===== src/rtl/wb_com_pkg.sv =====
// Shared definitions for the wb_com master/slave ports: header layout, ID encoding, width helpers.
// Latency: n/a (types, constants and constant functions only).
// Backpressure: n/a.
//
// Header layout, MSB to LSB: {addr, sel, we, tag}.
package wb_com_pkg;

   // Source ID carried through the outstanding queue.
   typedef enum logic {
      ID_M0 = 1'b0,
      ID_M1 = 1'b1
   } wb_id_e;

   typedef enum logic {
      ST_IDLE = 1'b0,
      ST_BUSY = 1'b1
   } wb_slv_state_e;

   function automatic int wb_sel_width(input int data_w);
      return data_w / 8;
   endfunction

   function automatic int wb_hdr_width(input int addr_w, input int data_w, input int tag_w);
      return addr_w + wb_sel_width(data_w) + 1 + tag_w;
   endfunction

   // Field LSB offsets inside the header word.
   function automatic int hdr_tag_lsb();
      return 0;
   endfunction

   function automatic int hdr_we_lsb(input int tag_w);
      return tag_w;
   endfunction

   function automatic int hdr_sel_lsb(input int tag_w);
      return tag_w + 1;
   endfunction

   function automatic int hdr_addr_lsb(input int tag_w, input int sel_w);
      return tag_w + 1 + sel_w;
   endfunction

endpackage


===== src/rtl/wb_com_fifo.sv =====
// Small synchronous show-ahead FIFO of 2**ASIZE entries; head word visible while empty is low.
// Latency: push to empty-deasserted is 1 cycle; pop takes effect at the next edge.
// Backpressure: full flag only; pushing while full is dropped and flagged by an assertion.
//
// Ports: clk/rst_n; push_vld/push_dat write side; pop_vld read side; head_dat, empty, full status.
module wb_com_fifo #(
   parameter int WIDTH = 32,
   parameter int ASIZE = 2
) (
   input  logic             clk,
   input  logic             rst_n,
   input  logic             push_vld,
   input  logic [WIDTH-1:0] push_dat,
   input  logic             pop_vld,
   output logic [WIDTH-1:0] head_dat,
   output logic             empty,
   output logic             full
);

   localparam int DEPTH = 1 << ASIZE;

   logic [WIDTH-1:0] mem [DEPTH];
   logic [ASIZE:0]   wr_ptr;
   logic [ASIZE:0]   rd_ptr;
   logic             do_push;
   logic             do_pop;

   assign do_push  = push_vld && !full;
   assign do_pop   = pop_vld && !empty;
   assign empty    = (wr_ptr == rd_ptr);
   // Extra pointer bit distinguishes full from empty when the index bits match.
   assign full     = (wr_ptr[ASIZE] != rd_ptr[ASIZE]) &&
                     (wr_ptr[ASIZE-1:0] == rd_ptr[ASIZE-1:0]);
   assign head_dat = mem[rd_ptr[ASIZE-1:0]];

   always_ff @(posedge clk or negedge rst_n) begin
      if (!rst_n) begin
         wr_ptr <= '0;
         rd_ptr <= '0;
      end else begin
         if (do_push) wr_ptr <= wr_ptr + (ASIZE+1)'(1);
         if (do_pop)  rd_ptr <= rd_ptr + (ASIZE+1)'(1);
      end
   end

   always_ff @(posedge clk) begin
      if (do_push) mem[wr_ptr[ASIZE-1:0]] <= push_dat;
   end

   // The owner's credit scheme must make this unreachable.
   a_no_overflow: assert property (@(posedge clk) disable iff (!rst_n) !(push_vld && full));

endmodule


===== src/rtl/wb_com_slave.sv =====
// Slave port of the wb_com crossbar: arbitrates two master header FIFOs onto one pipelined Wishbone bus.
// Latency: header pop to stb 1 cycle; ack/err to response visible 1 cycle.
// Backpressure: stall freezes the request register; per-master credits and outstanding-queue room gate pops.
//
// Ports: clk, rst_n; mK_to_s_header_o/hempty/hrden and mK_to_s_data_o/drden request side (K=0,1);
//        s_to_mK_data_o/drden/dempty response side; s_wb_* slave Wishbone bus.
module wb_com_slave
   import wb_com_pkg::*;
#(
   parameter int WB_ADDR_WIDTH = 32,
   parameter int WB_DATA_WIDTH = 32,
   parameter int WB_TIME_TAG   = 4,
   parameter int WB_FIFO_ASIZE = WB_TIME_TAG - 2,
   parameter int WB_SEL_WIDTH  = wb_sel_width(WB_DATA_WIDTH),
   parameter int WB_HDR_WIDTH  = wb_hdr_width(WB_ADDR_WIDTH, WB_DATA_WIDTH, WB_TIME_TAG)
) (
   input  logic                     clk,
   input  logic                     rst_n,
   input  logic [WB_HDR_WIDTH-1:0]  m0_to_s_header_o,
   input  logic                     m0_to_s_hempty,
   output logic                     m0_to_s_hrden,
   input  logic [WB_DATA_WIDTH-1:0] m0_to_s_data_o,
   output logic                     m0_to_s_drden,
   input  logic [WB_HDR_WIDTH-1:0]  m1_to_s_header_o,
   input  logic                     m1_to_s_hempty,
   output logic                     m1_to_s_hrden,
   input  logic [WB_DATA_WIDTH-1:0] m1_to_s_data_o,
   output logic                     m1_to_s_drden,
   output logic [WB_DATA_WIDTH-1:0] s_to_m0_data_o,
   input  logic                     s_to_m0_drden,
   output logic                     s_to_m0_dempty,
   output logic [WB_DATA_WIDTH-1:0] s_to_m1_data_o,
   input  logic                     s_to_m1_drden,
   output logic                     s_to_m1_dempty,
   output logic [WB_ADDR_WIDTH-1:0] s_wb_addr_i,
   output logic [WB_DATA_WIDTH-1:0] s_wb_dat_i,
   output logic [WB_SEL_WIDTH-1:0]  s_wb_sel_i,
   output logic                     s_wb_cyc_i,
   output logic                     s_wb_stb_i,
   output logic                     s_wb_we_i,
   input  logic [WB_DATA_WIDTH-1:0] s_wb_dat_o,
   input  logic                     s_wb_ack_o,
   input  logic                     s_wb_err_o,
   input  logic                     s_wb_stall_o
);

   localparam int TAG_LSB  = hdr_tag_lsb();
   localparam int WE_LSB   = hdr_we_lsb(WB_TIME_TAG);
   localparam int SEL_LSB  = hdr_sel_lsb(WB_TIME_TAG);
   localparam int ADDR_LSB = hdr_addr_lsb(WB_TIME_TAG, WB_SEL_WIDTH);
   localparam int OQ_AW    = WB_TIME_TAG - 1;
   localparam int OQ_DEPTH = 1 << OQ_AW;
   localparam int CRED_W   = WB_FIFO_ASIZE + 1;
   localparam logic [CRED_W-1:0] CRED_INIT = CRED_W'(1 << WB_FIFO_ASIZE);

   function automatic logic [CRED_W-1:0] cred_next(input logic [CRED_W-1:0] cur,
                                                   input logic take, input logic give);
      logic [CRED_W-1:0] nxt;
      nxt = cur;
      if (take && !give) nxt = cur - CRED_W'(1);
      if (give && !take) nxt = cur + CRED_W'(1);
      return nxt;
   endfunction

   // Request register and control state
   logic [WB_ADDR_WIDTH-1:0] req_addr;
   logic [WB_DATA_WIDTH-1:0] req_dat;
   logic [WB_SEL_WIDTH-1:0]  req_sel;
   logic                     req_we;
   logic                     req_stb;
   wb_id_e                   req_id;
   logic                     run_en;
   logic [CRED_W-1:0]        cred0;
   logic [CRED_W-1:0]        cred1;
   wb_slv_state_e            state;
   wb_slv_state_e            state_nxt;

   // Outstanding queue (in-order source IDs)
   wb_id_e                   oq_mem [OQ_DEPTH];
   logic [OQ_AW-1:0]         oq_wr;
   logic [OQ_AW-1:0]         oq_rd;
   logic [OQ_AW:0]           oq_cnt;
   logic [OQ_AW+1:0]         oq_occ;

   logic [WB_TIME_TAG-1:0]   tag_diff;
   logic                     m1_older;
   logic                     elig0, elig1, pick1;
   logic                     accept, slot_ok, oq_room, can_pop;
   logic                     pop0, pop1, pop_any;
   logic [WB_HDR_WIDTH-1:0]  hdr_sel;
   logic [WB_DATA_WIDTH-1:0] wdat_sel;
   logic                     rsp_vld;
   wb_id_e                   rsp_id;
   logic [WB_DATA_WIDTH-1:0] rsp_dat;
   logic                     ret0, ret1;

   // m1 is older when (tag0 - tag1) mod 2^T lies in [1, 2^(T-1)); ties favour m0.
   assign tag_diff = m0_to_s_header_o[TAG_LSB +: WB_TIME_TAG] - m1_to_s_header_o[TAG_LSB +: WB_TIME_TAG];
   assign m1_older = (tag_diff != '0) && !tag_diff[WB_TIME_TAG-1];

   assign elig0   = !m0_to_s_hempty && (cred0 != '0);
   assign elig1   = !m1_to_s_hempty && (cred1 != '0);
   assign pick1   = elig1 && (!elig0 || m1_older);

   assign accept  = req_stb && !s_wb_stall_o;
   assign slot_ok = !req_stb || !s_wb_stall_o;
   // The request register counts as a reserved queue slot so the queue can never overflow on accept.
   assign oq_occ  = {1'b0, oq_cnt} + {{(OQ_AW+1){1'b0}}, accept};
   assign oq_room = oq_occ < (OQ_AW+2)'(OQ_DEPTH);
   assign can_pop = run_en && slot_ok && oq_room;

   assign pop1    = can_pop && pick1;
   assign pop0    = can_pop && elig0 && !pick1;
   assign pop_any = pop0 || pop1;

   assign m0_to_s_hrden = pop0;
   assign m1_to_s_hrden = pop1;
   assign m0_to_s_drden = pop0 && m0_to_s_header_o[WE_LSB];
   assign m1_to_s_drden = pop1 && m1_to_s_header_o[WE_LSB];

   assign hdr_sel  = pop1 ? m1_to_s_header_o : m0_to_s_header_o;
   assign wdat_sel = pop1 ? m1_to_s_data_o   : m0_to_s_data_o;

   always_ff @(posedge clk or negedge rst_n) begin
      if (!rst_n) begin
         req_addr <= '0;
         req_dat  <= '0;
         req_sel  <= '0;
         req_we   <= 1'b0;
         req_stb  <= 1'b0;
         req_id   <= ID_M0;
         run_en   <= 1'b0;
      end else begin
         // Pops are held off for the first cycle out of reset.
         run_en <= 1'b1;
         if (pop_any) begin
            req_addr <= hdr_sel[ADDR_LSB +: WB_ADDR_WIDTH];
            req_sel  <= hdr_sel[SEL_LSB +: WB_SEL_WIDTH];
            req_we   <= hdr_sel[WE_LSB];
            req_dat  <= hdr_sel[WE_LSB] ? wdat_sel : '0;
            req_id   <= pop1 ? ID_M1 : ID_M0;
            req_stb  <= 1'b1;
         end else if (accept) begin
            req_stb  <= 1'b0;
         end
      end
   end

   // Responses: ack/err with nothing outstanding is dropped.
   assign rsp_vld = (s_wb_ack_o || s_wb_err_o) && (oq_cnt != '0);
   assign rsp_id  = oq_mem[oq_rd];
   assign rsp_dat = s_wb_err_o ? '0 : s_wb_dat_o;

   always_ff @(posedge clk or negedge rst_n) begin
      if (!rst_n) begin
         oq_wr  <= '0;
         oq_rd  <= '0;
         oq_cnt <= '0;
      end else begin
         if (accept)  oq_wr <= oq_wr + OQ_AW'(1);
         if (rsp_vld) oq_rd <= oq_rd + OQ_AW'(1);
         if (accept && !rsp_vld) oq_cnt <= oq_cnt + (OQ_AW+1)'(1);
         if (rsp_vld && !accept) oq_cnt <= oq_cnt - (OQ_AW+1)'(1);
      end
   end

   always_ff @(posedge clk) begin
      if (accept) oq_mem[oq_wr] <= req_id;
   end

   // A credit returns only when a response word actually leaves the FIFO.
   assign ret0 = s_to_m0_drden && !s_to_m0_dempty;
   assign ret1 = s_to_m1_drden && !s_to_m1_dempty;

   always_ff @(posedge clk or negedge rst_n) begin
      if (!rst_n) begin
         cred0 <= CRED_INIT;
         cred1 <= CRED_INIT;
      end else begin
         cred0 <= cred_next(cred0, pop0, ret0);
         cred1 <= cred_next(cred1, pop1, ret1);
      end
   end

   // Bus cycle FSM: cyc rises together with the first stb and falls once nothing is pending.
   always_ff @(posedge clk or negedge rst_n) begin
      if (!rst_n) state <= ST_IDLE;
      else        state <= state_nxt;
   end

   always_comb begin
      state_nxt = state;
      case (state)
         ST_IDLE: if (pop_any) state_nxt = ST_BUSY;
         ST_BUSY: if (!pop_any && !req_stb &&
                      ((oq_cnt == '0) || ((oq_cnt == (OQ_AW+1)'(1)) && rsp_vld)))
                     state_nxt = ST_IDLE;
         default: state_nxt = ST_IDLE;
      endcase
   end

   assign s_wb_cyc_i  = (state == ST_BUSY);
   assign s_wb_stb_i  = req_stb;
   assign s_wb_addr_i = req_addr;
   assign s_wb_dat_i  = req_dat;
   assign s_wb_sel_i  = req_sel;
   assign s_wb_we_i   = req_we;

   wb_com_fifo #(.WIDTH(WB_DATA_WIDTH), .ASIZE(WB_FIFO_ASIZE)) u_rsp_fifo0 (
      .clk      (clk),
      .rst_n    (rst_n),
      .push_vld (rsp_vld && (rsp_id == ID_M0)),
      .push_dat (rsp_dat),
      .pop_vld  (s_to_m0_drden),
      .head_dat (s_to_m0_data_o),
      .empty    (s_to_m0_dempty),
      .full     ()
   );

   wb_com_fifo #(.WIDTH(WB_DATA_WIDTH), .ASIZE(WB_FIFO_ASIZE)) u_rsp_fifo1 (
      .clk      (clk),
      .rst_n    (rst_n),
      .push_vld (rsp_vld && (rsp_id == ID_M1)),
      .push_dat (rsp_dat),
      .pop_vld  (s_to_m1_drden),
      .head_dat (s_to_m1_data_o),
      .empty    (s_to_m1_dempty),
      .full     ()
   );

endmodule


===== config.mk =====
export PLATFORM = sky130hd
export DESIGN_NAME = wb_com_slave
export DESIGN_NICKNAME = d
export VERILOG_FILES = /design/src/rtl/wb_com_pkg.sv /design/src/rtl/wb_com_fifo.sv /design/src/rtl/wb_com_slave.sv
export SDC_FILE = /design/constraint.sdc
export NUM_CORES = 1
export LEC_CHECK = 0
export BUFFER_PORTS_ARGS = -buffer_cell sky130_fd_sc_hd__buf_2
export CAP_MARGIN = 0
export CORE_MARGIN = 2
export CORE_UTILIZATION = 56
export CTS_BUF_LIST = sky130_fd_sc_hd__clkbuf_8
export CTS_CLUSTER_DIAMETER = 80
export CTS_CLUSTER_SIZE = 14
export DETAILED_ROUTE_END_ITERATION = 8
export PLACE_DENSITY = 0.83
export SLEW_MARGIN = 20
export SYNTH_ARGS = -nofsm -noshare
export SYNTH_HDL_FRONTEND = slang
export SYNTH_SLANG_ARGS = --single-unit
export TNS_END_PERCENT = 20

===== constraint.sdc =====
create_clock -name clk -period 3.9 [get_ports clk]
set_input_delay 0.39 -clock clk [delete_from_list [all_inputs] [get_ports clk]]
set_output_delay 0.39 -clock clk [all_outputs]
set_load 0.1 [all_outputs]

==> flow_summary_export.csv, run 1 <==
group,metric,value,unit
worst_setup_path,r2r_start,"oq_cnt[0]$_DFFE_PN0P_",
route,wl_per_cell,22.1,um
synthesis,syn_area_per_cell,16.8,sq um
worst_setup_path,end_kind,"output port",
timing,post-route-period-util,84.7,%
clock_tree,clk_pin_slew,0.10,ns
worst_setup_path,cp.depth,8,
min_path,hold_class,"input port to register",
timing,finalSetupTns,0,ns
place,gp_congestion,0.858,
clock_tree,clock_path_buffers,3,
grt,grt_pass1_wl,54500,um
outcome,status,"finished, final reports clean",
clock_tree,ctsHoldBuffers,26,
route,vias,9309,
synthesis,synth_top_area_share,52.2,%
timing,min_period,3.30,ns
timing,finClkSkew,0.0284,ns
worst_setup_path,required,3.51,ns
timing,grt_setup_unrepaired,"false",
worst_setup_path,critPathTopFamily,"buffers and inverters",
worst_setup_path,cp_num_buf_inv,3,
place,port-buffer-count,327,
synthesis,synth_top_family_by_area,"multiplexers",
synthesis,yosysWarnings,0,
synthesis,synth_edf_count,264,
route,drt_iter0_drc,867,
synthesis,synthDistinctLibCells,38,
die,rows,60,
finish,num-nets-final,1471,
synthesis,synth-seq-cells,365,
clock_tree,numCtsBuffers,30,
die,die-area,28400,sq um
timing,max_clock_freq,0.303,GHz
grt,first_global_vias,9704,
worst_setup_path,r2r-end,"u_rsp_fifo1.mem[3][9]$_DFFE_PP_",
clock_tree,cts_tree,"done",
worst_setup_path,cp-endpoint,"m0_to_s_drden",
worst_setup_path,crit_path_cell_trace,"a31o_1 -> a21oi_1 -> nand2_1 -> buf_4 -> nor2_1 -> buf_4 -> and2_1 -> buf_12",
grt,antenna_found_initial,5,
synthesis,synth_xor_area_share,1.73,%
die,die_h,169,um
worst_setup_path,slowest_delay,0.47,ns
grt,grtUsageTotal,25.3,%
clock_tree,postCtsSetupRepairBufs,0,
worst_setup_path,cp.arrival,2.91,ns
worst_setup_path,cp_common_cell,"buf_4",
clock_tree,root_buffer,"clkbuf_8",
worst_setup_path,crit_path_top_delay_cell,"dfrtp_1",
timing,drv_slew,0,
route,drc,0,
route,wl,36000,um
clock_tree,cts_num_sinks,365,
die,core,26800,sq um
place,place_hpwl,24200,um
worst_setup_path,cp-start-kind,"register",
clock_tree,clock_latency,0.60,ns
synthesis,synth_seq_area_share,68.9,%
timing,hold_viol_final,0,
grt,gr-total-overflow,0,
synthesis,synthMuxAreaShare,15.7,%
worst_setup_path,r2r_setup_slack,1.03,ns
worst_setup_path,r2r_cells,6,
grt,grt_start_max_net_pins,70,
worst_setup_path,cp_max_fo,34,
finish,final_util,67.3,%
timing,fin_hold_ws,0.0232,ns
timing,slew_headroom,40.2,%
synthesis,synth-async-reset-ratio,27.7,%
synthesis,synth_area_leaders,"edfxtp_1 (52%), dfrtp_1 (16%), mux4_2 (9.8%)",
synthesis,synthCells,902,
synthesis,synth-simple-area-share,5.86,%
timing,worst_pin_slew,0.897,ns
die,initial_core_util,56.6,%
route,ant_nets,0,
worst_setup_path,worst-setup-path-type,"register to output port",
run,maxCapViolCount,0,
finish,drive_gt1_share,38.4,%
die,die_x,169,um
synthesis,yosysTopAreaCell,"edfxtp_1",
worst_setup_path,startpoint,"oq_cnt[0]$_DFFE_PN0P_",
synthesis,syn_area,15200,sq um
die,ioPinCount,328,
route,viasPerCell,5.72,
clock_tree,ctsResizeCount,0,
synthesis,synth_ff_type,"edfxtp_1",
finish,area_growth,18.9,%
synthesis,synth_nets,1113,
synthesis,synth_compound_area_share,2.90,%
clock_tree,cts_htree_levels,1,
timing,report.final.setup_viol,0,
route,dr.pass1.iters,5,
synthesis,synth_adder_area_share,2.13,%
per-layer routing:
layer  GRT usage [%]  up-vias  wire length, um
li1                -     4079                -
met1            32.1     4694            13500
met2            43.9      448            18500
met3            4.33       84             2590
met4            9.82        4             1400
met5               0        -               18
cell usage after synthesis, types with 21 or more instances:
| cell type | number |
|---|---|
| nand2_1 | 42 |
| nor2b_1 | 34 |
| dfrtp_1 | 99 |
| a21oi_1 | 35 |
| inv_1 | 45 |
| clkbuf_1 | 31 |
| mux4_2 | 66 |
| mux2i_1 | 34 |
| and3_1 | 33 |
| mux2_2 | 28 |
| nor2_1 | 31 |
| edfxtp_1 | 264 |
| ha_1 | 21 |
| mux2_1 | 22 |
sequential cells by signal, indices dropped and copies added (netlist names), 4 cells and up:
name	flops
oq_cnt	4
oq_mem	8
s_wb_dat_i	32
s_wb_sel_i	4
u_rsp_fifo1.mem	128
u_rsp_fifo0.mem	128
s_wb_addr_i	32
how the worst min path moves through the flow:
stage                                    start                         end  cells past startpoint
final                       m1_to_s_data_o[19]  s_wb_dat_i[19]$_DFFE_PN0P_                      3
after global routing        m1_to_s_data_o[16]  s_wb_dat_i[16]$_DFFE_PN0P_                      3
after CTS                 m0_to_s_header_o[10]  s_wb_addr_i[1]$_DFFE_PN0P_                      3
after detailed placement  s_wb_cyc_i$_DFF_PN0_        s_wb_cyc_i$_DFF_PN0_                      1
after global placement    s_wb_cyc_i$_DFF_PN0_        s_wb_cyc_i$_DFF_PN0_                      1
after floorplan                          rst_n        cred0[0]$_DFFE_PN0P_                      0
through the flow:
step	instances	setup WS (ns)	instance area, sq um
global placement	1542	0.720	17200
finish	1627	0.598	18000
global route	1627	0.386	18000
CTS	1623	0.564	18000
floorplan	902	0.204	15200
detailed placement	1542	0.688	17200
tightest hold or removal path, delay by kind of cell:
family | cells | cell delay [ns]
mux | 1 | 0.06
buf+inv | 1 | 0.09
simple gates | 1 | 0.05
final cells by class:
cell class	instances	area, sq um
inverters	47	176
well taps	341	427
clock inverters	24	103
fillers	1801	8760
repair buffers	375	2110
flip-flops and latches	365	10500
diodes	3	7.51
clock buffers	31	427
multi-input cells	441	4330
placed cells by master, fill, tap and decap left out, types with 8 or more instances in the layout:
| cell type | n |
|---|---|
| a21oi_1 | 35 |
| and2_2 | 8 |
| dfrtp_1 | 95 |
| nor2b_1 | 34 |
| and3_1 | 33 |
| edfxtp_1 | 264 |
| xnor2_1 | 15 |
| mux4_2 | 66 |
| dlygate4sd3_1 | 27 |
| nand2_1 | 42 |
| mux2_2 | 28 |
| buf_4 | 22 |
| a221oi_1 | 15 |
| ha_1 | 21 |
| xor2_1 | 15 |
| clkbuf_8 | 31 |
| nor2_1 | 31 |
| mux2_1 | 22 |
| inv_1 | 68 |
| mux2i_1 | 34 |
| buf_2 | 323 |
kinds of logic (layout without fill, tap and decap cells):
group | Yosys count | after routing
muxes | 150 | 150
adders and majority gates | 24 | 24
other | 1 | 4
AOI/OAI and AO/OA | 64 | 64
and+or+nand+nor | 172 | 172
buffers and inverters | 96 | 477
DFF | 365 | 365
xor gates and xnor gates | 30 | 30
Power of run 1 is not shown: default switching activity piles up to over one toggle a cycle in this logic, so the estimate is an artifact.
==> run 2: changes to the inputs <==
--- a/config.mk
+++ b/config.mk
@@ -8,12 +8,12 @@
 export BUFFER_PORTS_ARGS = -buffer_cell sky130_fd_sc_hd__buf_2
 export CAP_MARGIN = 0
 export CORE_MARGIN = 2
-export CORE_UTILIZATION = 56
+export CORE_UTILIZATION = 51
 export CTS_BUF_LIST = sky130_fd_sc_hd__clkbuf_8
 export CTS_CLUSTER_DIAMETER = 80
 export CTS_CLUSTER_SIZE = 14
 export DETAILED_ROUTE_END_ITERATION = 8
-export PLACE_DENSITY = 0.83
+export PLACE_DENSITY = 0.79
 export SLEW_MARGIN = 20
 export SYNTH_ARGS = -nofsm -noshare
 export SYNTH_HDL_FRONTEND = slang
==> constraint.sdc (replaced) <==
create_clock -name clk -period 2.85 [get_ports clk]
set_input_delay 0.285 -clock clk [delete_from_list [all_inputs] [get_ports clk]]
set_output_delay 0.285 -clock clk [all_outputs]
set_load 0.1 [all_outputs]
==> flow_summary_export.csv, run 2 (synthesis results as in run 1) <==
group,metric,value,unit
outcome,status,"finished with violations",
outcome,violations,"setup timing",
route,drt_iter0_drc,781,
place,gp_congestion,0.847,
place,dpl_worst_slack,-0.108,ns
timing,min_period,2.91,ns
finish,final_util,65.4,%
timing,worst_pin_slew,0.988,ns
clock_tree,clk_pin_slew,0.10,ns
min_path,min_path_cells,4,
finish,final_common_cell,"buf_2",
min_path,holdPathEnd,"s_wb_dat_i[29]$_DFFE_PN0P_",
worst_setup_path,crit_path_top_delay_cell,"dlygate4sd3_1",
timing,hold_viol_final,0,
min_path,hold_class,"input port to register",
die,die-area,31200,sq um
finish,drive_gt1_share,38.5,%
route,wl,39600,um
timing,finClkSkew,0.0498,ns
worst_setup_path,end_kind,"register",
die,die_x,177,um
route,ant_nets,0,
worst_setup_path,r2r_cells,7,
place,port-buffer-count,327,
die,core,29500,sq um
grt,gr-total-overflow,0,
worst_setup_path,required,3.33,ns
timing,slew_headroom,34.1,%
timing,drv_slew,0,
route,drc,0,
timing,report.final.setup_viol,5,
worst_setup_path,cp.arrival,3.38,ns
clock_tree,root_buffer,"clkbuf_8",
place,place_hpwl,23800,um
clock_tree,cts_htree_levels,1,
worst_setup_path,cp_max_fo,7,
route,viasPerCell,5.57,
min_path,hold_path.startpoint,"m0_to_s_data_o[29]",
grt,first_global_vias,10200,
finish,num-nets-final,1562,
clock_tree,cts_tree,"done",
timing,max_clock_freq,0.344,GHz
place,dpl.cell_count,1595,
timing,timing.final.ws_setup,-0.0559,ns
route,dr.pass1.iters,5,
worst_setup_path,r2r-end,"s_wb_addr_i[0]$_DFFE_PN0P_",
finish,area_growth,27.0,%
grt,grt_start_max_net_pins,102,
die,initial_core_util,51.5,%
timing,post-route-period-util,102,%
clock_tree,cts_num_sinks,365,
clock_tree,clock_path_buffers,3,
worst_setup_path,cp-start-kind,"register",
route,wl_per_cell,22.4,um
run,maxCapViolCount,0,
clock_tree,clock_latency,0.62,ns
route,vias,9844,
finish,fin_cells,1766,
die,rows,63,
worst_setup_path,crit_path_cell_trace,"a31o_4 -> a2111oi_4 -> buf_4 -> buf_8 -> mux2_2 -> mux2_1 -> dlygate4sd3_1",
timing,fin_hold_ws,0.0883,ns
worst_setup_path,r2r_setup_slack,-0.06,ns
grt,grtUsageTotal,24.7,%
finish,layout_common_cells,"buf_2 (322), edfxtp_1 (264), dlygate4sd3_1 (101)",
worst_setup_path,r2r_start,"oq_cnt[0]$_DFFE_PN0P_",
grt,grt_pass1_wl,58200,um
grt,antenna_found_initial,2,
die,ioPinCount,328,
worst_setup_path,slowest_delay,0.59,ns
clock_tree,numCtsBuffers,30,
worst_setup_path,worst-setup-path-type,"register to register",
die,die_h,177,um
-- run 2: cell count changes in the layout (fill, tap and decap cells not counted), moves of 3 or more --
cell / delta
dlygate4sd3_1: +74
dfrtp_2: +3
dfrtp_1: -3
inv_2: +3
ha_1: -4
buf_6: +3
ha_4: +4
buf_12: +9
inv_1: -4
-- run 2: timing repair --
item,in CTS,in global routing
setup endpoints to repair,25,21
pin swaps,0,4
hold buffers,103,0
setup buffers,0,9
gates resized for setup,5,14
hold endpoints to repair,168,0
gates cloned,0,3
-- run 2: per-layer routing --
metal	vias up	global-route usage (%)	part of all wire, %
li1	4257	-	-
met1	4906	29.9	36
met2	558	41.6	50
met3	121	4.87	7.8
met4	2	14.0	6.1
met5	-	0	0.028
-- run 2: layout make-up --
cell class,instances,area (sq um)
antenna,1,2.50
clock buffer,30,413
clock inverter,26,123
fill,1973,10200
inverter,47,191
multi-input combinational,441,4440
sequential,365,10500
tap,390,488
timing repair buffer,466,3150
-- run 2: stage by stage --
stage	setup TNS [ns]	area [sq um]
2_1_floorplan	-0.267	15300
3_3_place_gp	-0.217	17500
3_5_place_dp	-1.55	17500
4_1_cts	0	19100
5_1_grt	-0.361	19300
6_report	-0.0814	19300
-- run 2: critical path, delay by kind of cell (launching register included) --
family	cells	cell delay (ns)
compound gates	2	0.73
mux	2	0.62
flops	1	0.45
buf+inv	3	0.96
-- run 2: worst max-delay path by stage --
| stage | startpoint | end | slack, ns |
|---|---|---|---|
| global route | oq_cnt[0]$_DFFE_PN0P_ | s_wb_addr_i[12]$_DFFE_PN0P_ | -0.06 |
| CTS | oq_cnt[0]$_DFFE_PN0P_ | m0_to_s_drden | 0.02 |
| global placement | m0_to_s_header_o[0] | cred1[1]$_DFFE_PN0P_ | -0.04 |
| floorplan | m0_to_s_header_o[0] | cred1[1]$_DFFE_PN0P_ | -0.17 |
| detailed placement | m0_to_s_header_o[0] | cred1[1]$_DFFE_PN0P_ | -0.11 |
| finish | oq_cnt[0]$_DFFE_PN0P_ | s_wb_addr_i[0]$_DFFE_PN0P_ | -0.06 |
Power of run 2 is left out for the same reason.
==> run 3: changes to the inputs <==
--- a/config.mk
+++ b/config.mk
@@ -5,17 +5,17 @@
 export SDC_FILE = /design/constraint.sdc
 export NUM_CORES = 1
 export LEC_CHECK = 0
-export BUFFER_PORTS_ARGS = -buffer_cell sky130_fd_sc_hd__buf_2
+export BUFFER_PORTS_ARGS = -buffer_cell sky130_fd_sc_hd__clkbuf_2
 export CAP_MARGIN = 0
-export CORE_MARGIN = 2
 export CORE_UTILIZATION = 51
 export CTS_BUF_LIST = sky130_fd_sc_hd__clkbuf_8
 export CTS_CLUSTER_DIAMETER = 80
 export CTS_CLUSTER_SIZE = 14
 export DETAILED_ROUTE_END_ITERATION = 8
-export PLACE_DENSITY = 0.79
+export PLACE_DENSITY = 0.8
 export SLEW_MARGIN = 20
 export SYNTH_ARGS = -nofsm -noshare
 export SYNTH_HDL_FRONTEND = slang
+export SYNTH_HIERARCHICAL = 1
 export SYNTH_SLANG_ARGS = --single-unit
 export TNS_END_PERCENT = 20
==> flow_summary_export.csv, run 3 <==
group,metric,value,unit
outcome,status,"finished, final reports clean",
worst_setup_path,end_kind,"register",
clock_tree,numCtsBuffers,30,
timing,min_period,2.77,ns
grt,first_global_vias,10600,
place,dpl_worst_slack,-0.209,ns
finish,layout_common_cells,"clkbuf_2 (322), edfxtp_1 (264), dlygate4sd3_1 (137)",
grt,grt_start_max_net_pins,64,
worst_setup_path,cp-start-kind,"register",
timing,worst_pin_slew,1.03,ns
synthesis,yosysWarnings,6,
grt,gr-total-overflow,0,
timing,hold_viol_final,0,
finish,area_growth,29.1,%
die,initial_core_util,52.0,%
synthesis,synth_nets,1114,
finish,n_fill_cell,1876,
die,rows,62,
route,dr.pass1.iters,5,
finish,multi_input_area,4310,sq um
worst_setup_path,cp.arrival,3.26,ns
timing,report.final.setup_viol,0,
grt,grtUsageTotal,26.5,%
place,gp_congestion,0.920,
worst_setup_path,cp_max_fo,36,
finish,num-nets-final,1609,
clock_tree,cts_num_sinks,365,
finish,seqCellArea,10500,sq um
route,ant_nets,0,
clock_tree,clk_pin_slew,0.11,ns
timing,drv_slew,0,
timing,max_clock_freq,0.361,GHz
timing,slew_headroom,31.4,%
route,viasPerCell,5.71,
die,ioPinCount,328,
run,maxCapViolCount,0,
synthesis,syn_area_per_cell,16.6,sq um
grt,grt_pass1_wl,60500,um
route,drt_iter0_drc,871,
route,wl,40600,um
route,drc,0,
worst_setup_path,required,3.34,ns
grt,antenna_found_initial,4,
place,place_hpwl,23700,um
synthesis,syn_area,15000,sq um
die,die_h,174,um
place,port-buffer-count,327,
clock_tree,clock_latency,0.60,ns
finish,drive_gt1_share,35.5,%
clock_tree,cts_tree,"done",
clock_tree,cts_htree_levels,1,
die,core,28900,sq um
clock_tree,clock_path_buffers,3,
timing,finClkSkew,0.0246,ns
route,vias,10200,
route,wl_per_cell,22.6,um
clock_tree,root_buffer,"clkbuf_8",
min_path,hold_class,"input port to register",
timing,timing.final.ws_setup,0.0799,ns
finish,final_common_cell,"clkbuf_2",
worst_setup_path,worst-setup-path-type,"register to register",
timing,post-route-period-util,97.2,%
die,die-area,30100,sq um
die,die_x,174,um
synthesis,synthCells,903,
## run 3: changes by cell type in the layout (fill, tap and decap cells not counted), sizes merged, moves of 36 or more
cell	change
nand2	+79
clkbuf	+321
a22oi	+36
dlygate4sd3	+36
inv	-46
buf	-317
mux2	-46
## run 3: routing by layer
| metal | up-vias | share of wire (%) | GRT usage, % | wire length (um) |
|---|---|---|---|---|
| li1 | 4395 | - | - | - |
| met5 | - | 0 | 0 | 0 |
| met4 | 0 | 6.1 | 13.5 | 2490 |
| met2 | 600 | 51 | 46.1 | 20600 |
| met3 | 122 | 7.4 | 4.47 | 3020 |
| met1 | 5131 | 36 | 31.8 | 14500 |
## run 3: path summary, 6_finish.rpt
| path | end | depth (start not counted) | slack (ns) | from |
|---|---|---|---|---|
| hold reg to reg | oq_wr[2]$_DFFE_PN0P_ | 1 | 0.50 | oq_wr[2]$_DFFE_PN0P_ |
| max in group asynchronous | s_wb_addr_i[4]$_DFFE_PN0P_ | 3 | 1.90 | rst_n |
| setup / recovery | s_wb_addr_i[23]$_DFFE_PN0P_ | 7 | 0.08 | oq_cnt[0]$_DFFE_PN0P_ |
| hold / removal | s_wb_dat_i[6]$_DFFE_PN0P_ | 3 | 0.06 | m0_to_s_data_o[6] |
| setup reg to reg | s_wb_addr_i[23]$_DFFE_PN0P_ | 7 | 0.08 | oq_cnt[0]$_DFFE_PN0P_ |
| min in group asynchronous | s_wb_dat_i[24]$_DFFE_PN0P_ | 2 | 0.20 | rst_n |
## run 3: final cells by class
cell class | count | area share (%)
Antenna cell | 4 | 0.0517
Clock buffer | 30 | 2.13
Clock inverter | 12 | 0.465
Inverter | 17 | 0.355
Multi-Input combinational cell | 480 | 22.2
Sequential cell | 365 | 54.0
Tap cell | 384 | 2.48
Timing Repair Buffer | 504 | 18.3
## run 3: worst max-delay path, stage by stage, from the launching register on
cell	delay [ns]
dfrtp_1	0.46
nand4_1	0.14
and4b_1	0.52
o21ai_4	0.39
buf_12	0.30
a22oi_1	0.19
nand2_1	0.10
dlygate4sd3_1	0.56
## run 3: through the flow
stage	hold slack (ns)	instance area, sq um	util (%)	setup TNS (ns)	cells
after floorplan	-0.0106	15100	-	-0.182	903
after CTS	0.00218	19300	66.9	0	1787
final	0.0609	19400	67.1	0	1796
after global placement	0.296	17400	60.3	-0.543	1607
after global routing	0.0327	19400	67.1	-0.0135	1796
after detailed placement	0.303	17400	60.3	-2.30	1607
## run 3: repair_timing
action,in CTS,in global routing
gates cloned,0,0
hold endpoints to repair,108,0
setup buffers,1,6
pin swaps,1,2
setup endpoints to repair,1,45
hold buffers,137,0
gates resized for setup,4,10
Power of run 3 is left out for the same reason.
